<file path="config.mk">
export PLATFORM = sky130hd
export DESIGN_NAME = mrd_factor_gen
export DESIGN_NICKNAME = d
export VERILOG_FILES = /design/src/rtl/mrd_pkg.sv /design/src/rtl/mrd_div_const.sv /design/src/rtl/mrd_factor_gen.sv
export SDC_FILE = /design/constraint.sdc
export NUM_CORES = 1
export LEC_CHECK = 0
export CORE_MARGIN = 4
export CORE_UTILIZATION = 40
export CTS_CLUSTER_DIAMETER = 60
export DETAILED_ROUTE_END_ITERATION = 6
export PLACE_DENSITY = 0.67
export SYNTH_ARGS = -nofsm -noshare
export SYNTH_HDL_FRONTEND = slang
export SYNTH_HIERARCHICAL = 1
export SYNTH_SLANG_ARGS = --single-unit
</file>
<file path="constraint.sdc">
create_clock -name clk -period 19.9 [get_ports clk]
set_clock_uncertainty 0.2 [all_clocks]
set_input_delay 3.98 -clock clk [delete_from_list [all_inputs] [get_ports clk]]
set_output_delay 3.98 -clock clk [all_outputs]
set_load 0.05 [all_outputs]
</file>
<file path="src/rtl/mrd_pkg.sv">
// rtl/mrd_pkg.sv - shared constants, factor codes and FSM states for the factor generator
package mrd_pkg;

  localparam int NSTG = 6;
  localparam logic [2:0] RDX2_NONE = 3'd7;

  // Reciprocal multipliers for exact divide-by-3 / divide-by-5 on 12-bit operands
  localparam int RCP3   = 5462;
  localparam int RCP5   = 3277;
  localparam int RCP_SH = 14;

  // Stage factor codes
  localparam logic [2:0] FC_1 = 3'd1;
  localparam logic [2:0] FC_2 = 3'd2;
  localparam logic [2:0] FC_3 = 3'd3;
  localparam logic [2:0] FC_4 = 3'd4;
  localparam logic [2:0] FC_5 = 3'd5;

  typedef enum logic [2:0] {
    S_IDLE,
    S_FACT,
    S_DIV3,
    S_DIV5,
    S_DONE
  } state_t;

endpackage

</file>
<file path="src/rtl/mrd_div_const.sv">
// rtl/mrd_div_const.sv - combinational divide-by-3 and divide-by-5 with exactness flags
module mrd_div_const
  import mrd_pkg::*;
(
  input  logic [11:0] x,
  output logic [11:0] q3,
  output logic [11:0] q5,
  output logic        div3_ok,
  output logic        div5_ok
);

  logic [24:0] p3;
  logic [24:0] p5;
  logic [13:0] m3;
  logic [13:0] m5;

  assign p3 = 25'(x) * 25'(RCP3);
  assign p5 = 25'(x) * 25'(RCP5);
  assign q3 = 12'(p3 >> RCP_SH);
  assign q5 = 12'(p5 >> RCP_SH);

  // Multiply the quotient back with shift-add; equality means x was an exact multiple
  assign m3 = {1'b0, q3, 1'b0} + {2'b00, q3};
  assign m5 = {q5, 2'b00} + {2'b00, q5};
  assign div3_ok = (m3 == {2'b00, x});
  assign div5_ok = (m5 == {2'b00, x});

endmodule

</file>
<file path="src/rtl/mrd_factor_gen.sv">
// rtl/mrd_factor_gen.sv - factors the DFT size into 4/2/5/3 stages and commits stage parameters
module mrd_factor_gen #(
  parameter int NSTG  = 6,
  parameter int W_PTS = 12
) (
  input  logic                           clk,
  input  logic                           rst_n,
  input  logic                           sink_sop,
  input  logic [W_PTS-1:0]               dftpts,
  output logic                           busy,
  output logic                           param_valid,
  output logic [0:NSTG-1][2:0]           Nf,
  output logic [2:0]                     NumOfFactors,
  output logic [2:0]                     stage_of_rdx2,
  output logic [0:NSTG-1][W_PTS-1:0]     twdl_demontr,
  output logic [W_PTS-1:0]               dftpts_div_base,
  output logic                           factor_5,
  output logic                           size_err
);

  import mrd_pkg::*;

  state_t                      state;
  logic [W_PTS-1:0]            n_lat;
  logic [W_PTS-1:0]            r;
  logic [W_PTS-1:0]            b;
  logic [2:0]                  j;
  logic [2:0]                  cnt;
  logic [2:0]                  rdx2;
  logic                        err;
  logic                        f5;
  logic [0:NSTG-1][2:0]        sh_nf;
  logic [0:NSTG-1][W_PTS-1:0]  sh_tw;

  logic [W_PTS-1:0]            dx;
  logic [W_PTS-1:0]            dq3;
  logic [W_PTS-1:0]            dq5;
  logic                        dok3;
  logic                        dok5;
  logic [2:0]                  f;
  logic [W_PTS-1:0]            r_div;
  logic                        any5;

  assign busy = (state != S_IDLE);

  // One shared divider: residual during FACT, latched N in DIV3, base in DIV5
  always_comb begin
    dx = n_lat;
    if (state == S_FACT)      dx = r;
    else if (state == S_DIV5) dx = b;
  end

  mrd_div_const u_div (
    .x       (dx),
    .q3      (dq3),
    .q5      (dq5),
    .div3_ok (dok3),
    .div5_ok (dok5)
  );

  // Factor choice for the current residual; 4 outranks 2 so at most one radix-2 stage appears
  always_comb begin
    f     = FC_1;
    r_div = r;
    if (r == W_PTS'(1)) begin
      f     = FC_1;
      r_div = r;
    end else if (r[1:0] == 2'b00) begin
      f     = FC_4;
      r_div = r >> 2;
    end else if (!r[0]) begin
      f     = FC_2;
      r_div = r >> 1;
    end else if (dok5) begin
      f     = FC_5;
      r_div = dq5;
    end else if (dok3) begin
      f     = FC_3;
      r_div = dq3;
    end
  end

  // Whether any chosen stage is radix-5
  always_comb begin
    any5 = 1'b0;
    for (int i = 0; i < NSTG; i++) begin
      if (sh_nf[i] == FC_5) any5 = 1'b1;
    end
  end

  // Sequencer: a new sop always restarts; the DONE cycle commits shadows to the outputs
  always_ff @(posedge clk or negedge rst_n) begin
    if (!rst_n) begin
      state           <= S_IDLE;
      n_lat           <= '0;
      r               <= '0;
      b               <= '0;
      j               <= '0;
      cnt             <= '0;
      rdx2            <= RDX2_NONE;
      err             <= 1'b0;
      f5              <= 1'b0;
      sh_nf           <= {NSTG{FC_1}};
      sh_tw           <= '0;
      param_valid     <= 1'b0;
      Nf              <= {NSTG{FC_1}};
      NumOfFactors    <= '0;
      stage_of_rdx2   <= RDX2_NONE;
      twdl_demontr    <= '0;
      dftpts_div_base <= '0;
      factor_5        <= 1'b0;
      size_err        <= 1'b0;
    end else begin
      param_valid <= 1'b0;
      if (state == S_DONE) begin
        param_valid     <= 1'b1;
        Nf              <= sh_nf;
        NumOfFactors    <= cnt;
        stage_of_rdx2   <= rdx2;
        twdl_demontr    <= sh_tw;
        dftpts_div_base <= err ? '0 : b;
        factor_5        <= f5;
        size_err        <= err;
      end
      if (sink_sop) begin
        state <= S_FACT;
        n_lat <= dftpts;
        r     <= dftpts;
        b     <= '0;
        j     <= '0;
        cnt   <= '0;
        rdx2  <= RDX2_NONE;
        err   <= 1'b0;
        f5    <= 1'b0;
        sh_nf <= {NSTG{FC_1}};
        sh_tw <= '0;
      end else begin
        case (state)
          S_FACT: begin
            sh_tw[j] <= r;
            sh_nf[j] <= f;
            r        <= r_div;
            if (f != FC_1) cnt <= cnt + 3'd1;
            if (f == FC_2) rdx2 <= j;
            if (j == 3'(NSTG - 1)) state <= S_DIV3;
            else                   j     <= j + 3'd1;
          end
          S_DIV3: begin
            err   <= (r != W_PTS'(1)) | (n_lat == '0) | !dok3;
            b     <= dq3;
            state <= S_DIV5;
          end
          S_DIV5: begin
            f5    <= any5;
            if (any5) b <= dq5;
            state <= S_DONE;
          end
          S_DONE:  state <= S_IDLE;
          default: state <= S_IDLE;
        endcase
      end
    end
  end

endmodule

</file>
==> metrics.txt, run 1 <==
drt drc 0; CTS Hold Bufs 0; Post-CTS Resized 0; gr ovfl total 0; mapped cell area 0.01650 mm²; TritonCTS clock tree done; Hold Crit Depth 2; reg2reg end sh_nf[4]$_DFFE_PN0P_; post-CTS setup buffers 0; CTS max path bufs 3; Routed WL per cell 18.64 µm; hold endpoint stage_of_rdx2[2]$_DFFE_PN1P_; main flop type after synthesis dfrtp_1; count of final setup violators 0; critical path type flip-flop to flip-flop; Setup TNS Final 0 ns; status completed; CTS Sinks 251; first-pass GRT wire length 69.89 mm; share of layout cells above drive strength 1 6.811%; Synth Instances approximately 1700; CTS Buf Count 25; share of flip-flops with an asynchronous set or reset between 90% and 100%; H-tree Lvls 1; Tcrit/Tclk final 55.01%; Initial Utilization approximately two fifths; EDFF count, synth 0; FP Rows 74; vias in the first global route approximately 13000; final wirelength ~44 mm; Crit-path slowest cell dfrtp_1; average size of a mapped cell 9.772 µm²; GR Util All Layers approximately a fifth; endpoint type of the worst setup path flip-flop; core area 0.04083 mm²; clock-pin slew on the worst setup and hold paths 0.06 ns; DP HPWL 32.55 mm; met2 wire length approximately 21 mm; largest net degree at the start of global routing 93; initial antenna violation count 0; root buffer cell clkbuf_16; Cell variety after synth 78; crit path DAT 11.22 ns; worst reg2reg path depth 35; Max Cap Violations 0; DR vias 12410; # nets final 2045; FILL cells 3853; Synth area leaders dfrtp_1 35%, ha_1 12%, fa_1 9.6%; Post-synth top cells 347 x nand2_1, 233 x dfrtp_1, 219 x inv_1, 164 x ha_1, 84 x a22o_1; placed insts ~2300; launch point of the worst reg-to-reg path state[0]$_DFFE_PN0P_; area of the die 0.04458 mm²; R2R setup slack 8.95 ns; critical path buffer and inverter count 5; Cell Count, Final, Fillers Out 2338; top sig layer met4; Synth area leader dfrtp_1; critical path depth in cells 35; synthesis-to-finish area growth 15.38%; CP peak stage delay 0.91 ns; post-DR vias/cell 5.310; M1 WL 18.61 mm; Slew Limit Headroom 15.83%; Hold Startpoint stage_of_rdx2[2]$_DFFE_PN1P_; Ys Warns 6; CP top delay family adder cells; top-area cell type share of the netlist area between 30% and 40%; ANT nets after route 0; #FFs+latches synth around 250; RSZ-0062 raised after global routing no; Seq/Total Area, Yosys 38.19%; Worst Hold Class flip-flop to flip-flop; Die Span Y roughly 210 µm; Final Hold Viols 0; Max Slew Vio Count 0; crit path launch type flip-flop; Antenna Cells 0; Clock Latency Late Sink 0.54 ns; initial drt markers approximately 970; Worst Tran Pin Value 1.249 ns; Die W 211.1 µm; most frequent cell after synthesis nand2_1; DRT Pass-1 Iters 6; # IOs 127; routed wl met3 1.979 mm; GPL Wtd Cong 0.9076; FMAX 91.34 MHz; min Tclk post-route 10.95 ns; WP data required 20.17 ns; CP max FO 20; port bufs between 100 and 150
metrics by stage:
step | util [%] | worst slack [ns] | cell area [µm²] | hold slack [ns]
4_1_cts | 46.64 | 9.140 | 19040 | 0.2709
2_1_floorplan | - | 10.61 | 16510 | 0.2344
3_5_place_dp | 44.80 | 9.196 | 18290 | 0.2584
3_3_place_gp | 44.80 | 9.575 | 18290 | 0.2465
6_report | 46.64 | 8.952 | 19040 | 0.2690
5_1_grt | 46.64 | 8.295 | 19040 | 0.2867
logic make-up after synthesis:
kind of cell | share of synthesized area, %
compound gates | 12.90
xor+xnor | 3.343
fa+ha+maj | 22.02
buf+inv | 7.293
flops | 38.19
mux | 3.070
other cells | 0.02272
simple gates | 13.16
per-layer routing:
| layer | GRT usage [%] | vias up |
|---|---|---|
| li1 | - | 5855 |
| met2 | 33.64 | 347 |
| met4 | 6.170 | 0 |
| met3 | 1.975 | 88 |
| met1 | 25.72 | 6124 |
| met5 | 0 | - |
layout make-up:
| cell class | instances | area [µm²] | area share (%) |
|---|---|---|---|
| inverters | 220 | 825.8 | 4.336 |
| multi-input cells | 1136 | 9032 | 47.43 |
| clock inverters | 9 | 61.31 | 0.3219 |
| flip-flops and latches | 251 | 6304 | 33.10 |
| well taps | 532 | 665.6 | 3.495 |
| repair buffers | 153 | 1464 | 7.687 |
| clock buffers | 37 | 690.7 | 3.627 |
registers in the layout, summed over array words and instances (netlist names):
name / cells
NumOfFactors: 3
n_lat: 12
err: 1
j: 3
sh_tw: 72
size_err: 1
f5: 1
r: 12
state: 3
cnt: 3
stage_of_rdx2: 3
b: 12
dftpts_div_base: 12
twdl_demontr: 72
factor_5: 1
param_valid: 1
sh_nf: 18
Nf: 18
rdx2: 3
placed cells by master (no fill, tap or decap), types with 11 or more instances in the layout:
cell	synthesis	layout
a21o_1	13	13
a21oi_1	41	41
a22o_1	84	84
a22oi_1	11	11
buf_4	10	27
clkbuf_16	0	25
clkdlybuf4s50_1	0	124
dfrtp_1	233	233
dfstp_2	18	18
fa_1	79	79
ha_1	164	164
inv_1	219	218
mux2_2	13	13
mux2i_1	36	36
nand2_1	347	346
nand3_1	13	13
nor2_1	29	29
nor3_1	21	21
o21ai_0	47	42
o31ai_1	16	16
o32ai_1	12	12
xnor2_1	43	43
xor2_1	20	20
worst reg2reg max path: cells and delay by family, from the launching register on:
kind | cells | cell delay (ns)
adder cells (fa/ha/maj) | 7 | 3.10
multiplexers | 1 | 0.35
AND/OR/NAND/NOR | 9 | 2.81
AO/OA/AOI/OAI | 11 | 2.58
buffers and inverters | 5 | 0.42
flip-flops | 1 | 0.91
XOR/XNOR | 2 | 0.52
worst max path at each step:
stage / startpoint / endpoint / slack (ns)
final: state[0]$_DFFE_PN0P_ / sh_nf[4]$_DFFE_PN0P_ / 8.95
after global routing: state[0]$_DFFE_PN0P_ / sh_nf[4]$_DFFE_PN0P_ / 8.30
after CTS: state[0]$_DFFE_PN0P_ / sh_nf[4]$_DFFE_PN0P_ / 9.14
after detailed placement: state[0]$_DFFE_PN0P_ / sh_nf[4]$_DFFE_PN0P_ / 9.20
after global placement: state[0]$_DFFE_PN0P_ / sh_nf[1]$_DFFE_PN0P_ / 9.57
after floorplan: state[1]$_DFFE_PN0P_ / r[10]$_DFFE_PN0P_ / 10.61
Power of run 1 is left out: the tool's default activity adds up to more than one toggle a clock period on the data nets, which glitch-free logic cannot reach.
==> run 2, diff against run 1 <==
PLACE_DENSITY = 0.69   (was 0.67)
clock period = 8.83 ns   (was 19.9 ns; I/O delays follow)
==> metrics.txt, run 2 (synthesis gave the netlist of run 1 again) <==
share of layout cells above drive strength 1 19.33% (was 6.811%); critical path type flip-flop to flip-flop (unchanged); Slew Limit Headroom 12.95% (was 15.83%); Final WS setup -0.01869 ns (was 8.952 ns); port bufs 126 (unchanged); first-pass GRT wire length 72.25 mm (was 69.89 mm); drt drc 0 (unchanged); gr ovfl total 0 (unchanged); H-tree Lvls 1 (unchanged); Hold Slack 0.2649 ns (was 0.2690 ns); vias in the first global route 13140 (was 12660); Worst Hold Class flip-flop to flip-flop (unchanged); Max Cap Violations 0 (unchanged); crit path launch type flip-flop (unchanged); Hold Startpoint rdx2[1]$_DFFE_PN1P_ (was stage_of_rdx2[2]$_DFFE_PN1P_); CP max FO 7 (was 20); Max Slew Vio Count 0 (unchanged); CTS Hold Bufs 0 (unchanged); FP Rows 74 (unchanged); DR vias 13230 (was 12410); Initial Utilization 40.42% (unchanged); Worst Tran Pin Value 1.306 ns (was 1.249 ns); RSZ-0062 raised after global routing yes (was no); synthesis-to-finish area growth 28.52% (was 15.38%); initial drt markers 973 (was 974); TritonCTS clock tree done (unchanged); largest net degree at the start of global routing 143 (was 93); clock-pin slew on the worst setup and hold paths 0.07 ns (was 0.06 ns); CP peak stage delay 0.61 ns (was 0.91 ns); status finished, violations left (was completed); failing checks negative setup slack; commonest non-fill, non-tap cell in the layout nand2_1 (unchanged); Routed WL per cell 19.36 µm (was 18.64 µm); GPL Wtd Cong 0.9398 (was 0.9076); Die Span Y 211.1 µm (unchanged); Crit-path slowest cell fa_1 (was dfrtp_1); DP HPWL 34.43 mm (was 32.55 mm); launch point of the worst reg-to-reg path state[2]$_DFFE_PN0P_ (was state[0]$_DFFE_PN0P_); endpoint type of the worst setup path flip-flop (unchanged); Die W 211.1 µm (unchanged); Antenna Cells 0 (unchanged); post-DR vias/cell 5.373 (was 5.310); R2R setup slack -0.02 ns (was 8.95 ns); final wirelength 47.66 mm (was 43.57 mm); GR Util All Layers 20.14% (was 19.40%); # IOs 127 (unchanged); FMAX 113.0 MHz (was 91.34 MHz); crit path DAT 9.06 ns (was 11.22 ns); root buffer cell clkbuf_16 (unchanged); Tcrit/Tclk final 100.2% (was 55.01%); Hold Crit Depth 2 (unchanged); Final Hold Viols 0 (unchanged); Largest regs sh_tw (72), twdl_demontr (72) (unchanged); DRT Pass-1 Iters 5 (was 6); commonest cells after routing, fill and taps aside 343 x nand2_1, 233 x dfrtp_1, 209 x inv_1 (was 346 x nand2_1, 233 x dfrtp_1, 218 x inv_1); CTS max path bufs 3 (unchanged); core area 0.04083 mm² (unchanged); # nets final 2170 (was 2045); min Tclk post-route 8.849 ns (was 10.95 ns); reg2reg end r[10]$_DFFE_PN0P_ (was sh_nf[4]$_DFFE_PN0P_); Clock Latency Late Sink 0.52 ns (was 0.54 ns); CTS Sinks 251 (unchanged); ANT nets after route 0 (unchanged); count of final setup violators 1 (was 0); WP data required 9.04 ns (was 20.17 ns); worst reg2reg path depth 35 (unchanged); area of the die 0.04458 mm² (unchanged); initial antenna violation count 0 (unchanged); worst slack, placed -0.2446 ns (was 9.196 ns); CTS Buf Count 24 (was 25); hold endpoint stage_of_rdx2[1]$_DFFE_PN1P_ (was stage_of_rdx2[2]$_DFFE_PN1P_)
-- run 2: worst max-delay path by stage --
stage                     cells after the start  slack (ns)               endpoint            startpoint
after floorplan                              36       0.007  sh_nf[16]$_DFFE_PN0P_  state[1]$_DFFE_PN0P_
after global placement                       41       0.008       r[6]$_DFFE_PN0P_  state[2]$_DFFE_PN0P_
after detailed placement                     40       -0.24       r[6]$_DFFE_PN0P_  state[2]$_DFFE_PN0P_
after CTS                                    38        0.01       r[6]$_DFFE_PN0P_  state[2]$_DFFE_PN0P_
after global routing                         40       -0.29      r[10]$_DFFE_PN0P_  state[2]$_DFFE_PN0P_
final                                        35       -0.02      r[10]$_DFFE_PN0P_  state[2]$_DFFE_PN0P_
-- run 2: routing by layer --
layer  part of all wire, %  up-vias  GRT usage [%]
met1                    42     6595          26.83
li1                      -     6110              -
met5                     0        -              0
met3                   4.7      116          1.916
met2                    49      408          34.74
met4                   4.0        0          6.617
-- run 2: repair_timing --
item,in CTS,in global routing
cloned,0,2
setup buffers,5,57
endpoints found under the setup margin,25,28
gates resized for setup,15,163
pin swaps,5,70
-- run 2: final cells by class --
type	count	area [µm²]
clock inverters	13	155.1
flip-flops and latches	251	6304
well taps	532	665.6
inverters	220	825.8
fillers	3536	19620
clock buffers	31	678.2
multi-input cells	1136	9976
repair buffers	279	2608
-- run 2: through the flow --
| step | TNS [ns] | cell area (µm²) | std cells | util (%) |
|---|---|---|---|---|
| after global routing | -3.823 | 21210 | 2462 | 51.95 |
| after detailed placement | -3.438 | 18830 | 2356 | 46.12 |
| after CTS | 0 | 19760 | 2405 | 48.40 |
| after global placement | 0 | 18830 | 2356 | 46.12 |
| final | -0.01869 | 21210 | 2462 | 51.95 |
| after floorplan | 0 | 16540 | 1691 | - |
-- run 2: worst max-delay path, delay by kind of cell, from the launching register on --
kind            cells  cell delay, ns
compound gates      9            1.68
xor+xnor            1            0.11
fa+ha+maj           7            2.92
buf+inv             7            1.11
flops               1            0.42
mux                 3            0.69
simple gates        8            1.59
Power of run 2 is left out for the same reason.
==> run 3, diff against run 2 <==
CORE_UTILIZATION = 54   (was 40)
PLACE_DENSITY = 0.87   (was 0.69)
==> metrics.txt, run 3 (synthesis gave the netlist of run 1 again) <==
R2R setup slack -0.12 ns (was -0.02 ns); worst reg2reg path depth 39 (was 35); initial drt markers 1409 (was 973); Hold Startpoint rdx2[2]$_DFFE_PN1P_ (was rdx2[1]$_DFFE_PN1P_); Antenna Cells 0 (unchanged); launch point of the worst reg-to-reg path state[2]$_DFFE_PN0P_ (unchanged); DRT Pass-1 Iters 6 (was 5); Crit-path slowest cell fa_1 (unchanged); DP Area 0.01874 mm² (was 0.01883 mm²); Worst Tran Pin Value 1.338 ns (was 1.306 ns); DR vias 13780 (was 13230); TritonCTS clock tree done (unchanged); initial antenna violation count 0 (unchanged); largest net degree at the start of global routing 93 (was 143); root buffer cell clkbuf_16 (unchanged); CTS max path bufs 3 (unchanged); commonest cells after routing, fill and taps aside 341 x nand2_1, 233 x dfrtp_1, 211 x inv_1 (was 343 x nand2_1, 233 x dfrtp_1, 209 x inv_1); failing checks negative setup slack (unchanged); gr ovfl total 0 (unchanged); CTS Hold Bufs 0 (unchanged); Routed WL per cell 20.97 µm (was 19.36 µm); synthesis-to-finish area growth 25.78% (was 28.52%); GR Util All Layers 27.79% (was 20.14%); # nets final 2168 (was 2170); Tcrit/Tclk final 101.4% (was 100.2%); endpoint type of the worst setup path flip-flop (unchanged); Initial Utilization 55.25% (was 40.42%); CTS Buf Count 24 (unchanged); Hold Crit Depth 2 (unchanged); reg2reg end r[3]$_DFFE_PN0P_ (was r[10]$_DFFE_PN0P_); first-pass GRT wire length 75.27 mm (was 72.25 mm); commonest non-fill, non-tap cell in the layout nand2_1 (unchanged); RSZ-0062 raised after global routing yes (unchanged); Final WS setup -0.1229 ns (was -0.01869 ns); Max Cap Violations 0 (unchanged); status finished, violations left (unchanged); hold endpoint stage_of_rdx2[2]$_DFFE_PN1P_ (was stage_of_rdx2[1]$_DFFE_PN1P_); share of layout cells above drive strength 1 18.15% (was 19.33%); critical path type flip-flop to flip-flop (unchanged); CTS Sinks 251 (unchanged); Largest regs sh_tw (72), twdl_demontr (72) (unchanged); GPL Wtd Cong 0.9574 (was 0.9398); FP Rows 63 (was 74); ANT nets after route 0 (unchanged); crit path DAT 9.16 ns (was 9.06 ns); count of final setup violators 17 (was 1); CP max FO 6 (was 7); H-tree Lvls 1 (unchanged); port bufs 126 (unchanged); WP data required 9.04 ns (about the same); worst slack, placed -0.6880 ns (was -0.2446 ns); post-DR vias/cell 5.947 (was 5.373); clock-pin slew on the worst setup and hold paths 0.07 ns (about the same); final wirelength 48.60 mm (was 47.66 mm); area of the die 0.03343 mm² (was 0.04458 mm²); CP peak stage delay 0.61 ns (about the same); Slew Limit Headroom 9.841% (was 12.95%); Die Span Y 182.8 µm (was 211.1 µm); Finished Cell Area 0.02076 mm² (was 0.02121 mm²); core area 0.02987 mm² (was 0.04083 mm²); Final Hold Viols 0 (unchanged); Clock Latency Late Sink 0.52 ns (about the same); FMAX 111.7 MHz (was 113.0 MHz); Worst Hold Class flip-flop to flip-flop (unchanged); # IOs 127 (unchanged); FILL cells 2057 (was 3536); Die W 182.8 µm (was 211.1 µm); drt drc 0 (unchanged); vias in the first global route 14040 (was 13140); crit path launch type flip-flop (unchanged); min Tclk post-route 8.953 ns (was 8.849 ns); DP HPWL 34.97 mm (was 34.43 mm); Max Slew Vio Count 0 (unchanged)
run 3: timing repair:
item	CTS	global route
setup buffers	8	39
pin swaps	11	57
cloned	0	2
setup endpoints to repair	27	28
gates resized for setup	22	128
run 3: layer usage:
layer | GRT usage [%] | up-vias | wire length, µm
li1 | - | 6094 | -
met1 | 34.98 | 6867 | 18220
met2 | 49.56 | 654 | 24620
met3 | 3.074 | 169 | 3348
met4 | 10.55 | 0 | 2405
met5 | 0 | - | 0
run 3: worst max-delay path by stage:
stage	from	to	cells after the start
after global routing	state[2]$_DFFE_PN0P_	r[9]$_DFFE_PN0P_	40
after global placement	state[2]$_DFFE_PN0P_	r[10]$_DFFE_PN0P_	35
after detailed placement	state[2]$_DFFE_PN0P_	r[10]$_DFFE_PN0P_	37
final	state[2]$_DFFE_PN0P_	r[3]$_DFFE_PN0P_	39
after floorplan	state[1]$_DFFE_PN0P_	sh_nf[16]$_DFFE_PN0P_	36
after CTS	state[1]$_DFFE_PN0P_	r[4]$_DFFE_PN0P_	40
run 3: area by class of cell:
cell class	instances	area (µm²)	share of cell area, %
Clock buffer	34	729.5	3.514
Inverter	220	825.8	3.978
Timing Repair Buffer	277	2560	12.33
Clock inverter	10	142.6	0.6871
Tap cell	390	488.0	2.351
Multi-Input combinational cell	1136	9709	46.77
Sequential cell	251	6304	30.37
run 3: metrics by stage:
stage | cells | setup TNS, ns | utilization (%) | hold WS [ns]
floorplan | 1691 | 0 | - | 0.2344
global route | 2318 | -6.593 | 69.49 | 0.2843
detailed placement | 2225 | -14.94 | 62.74 | 0.2510
finish | 2318 | -1.370 | 69.49 | 0.2658
global placement | 2225 | -10.44 | 62.74 | 0.2477
CTS | 2277 | 0 | 66.16 | 0.2589
run 3: critical path: cells and delay by family, from the launching register on:
family	cells	cell delay, ns
muxes	1	0.30
and+or+nand+nor	7	1.08
buffers and inverters	11	1.44
adders and majority gates	7	2.97
xor gates and xnor gates	2	0.41
DFF	1	0.40
AOI/OAI and AO/OA	11	1.98
Power of run 3 is left out for the same reason.
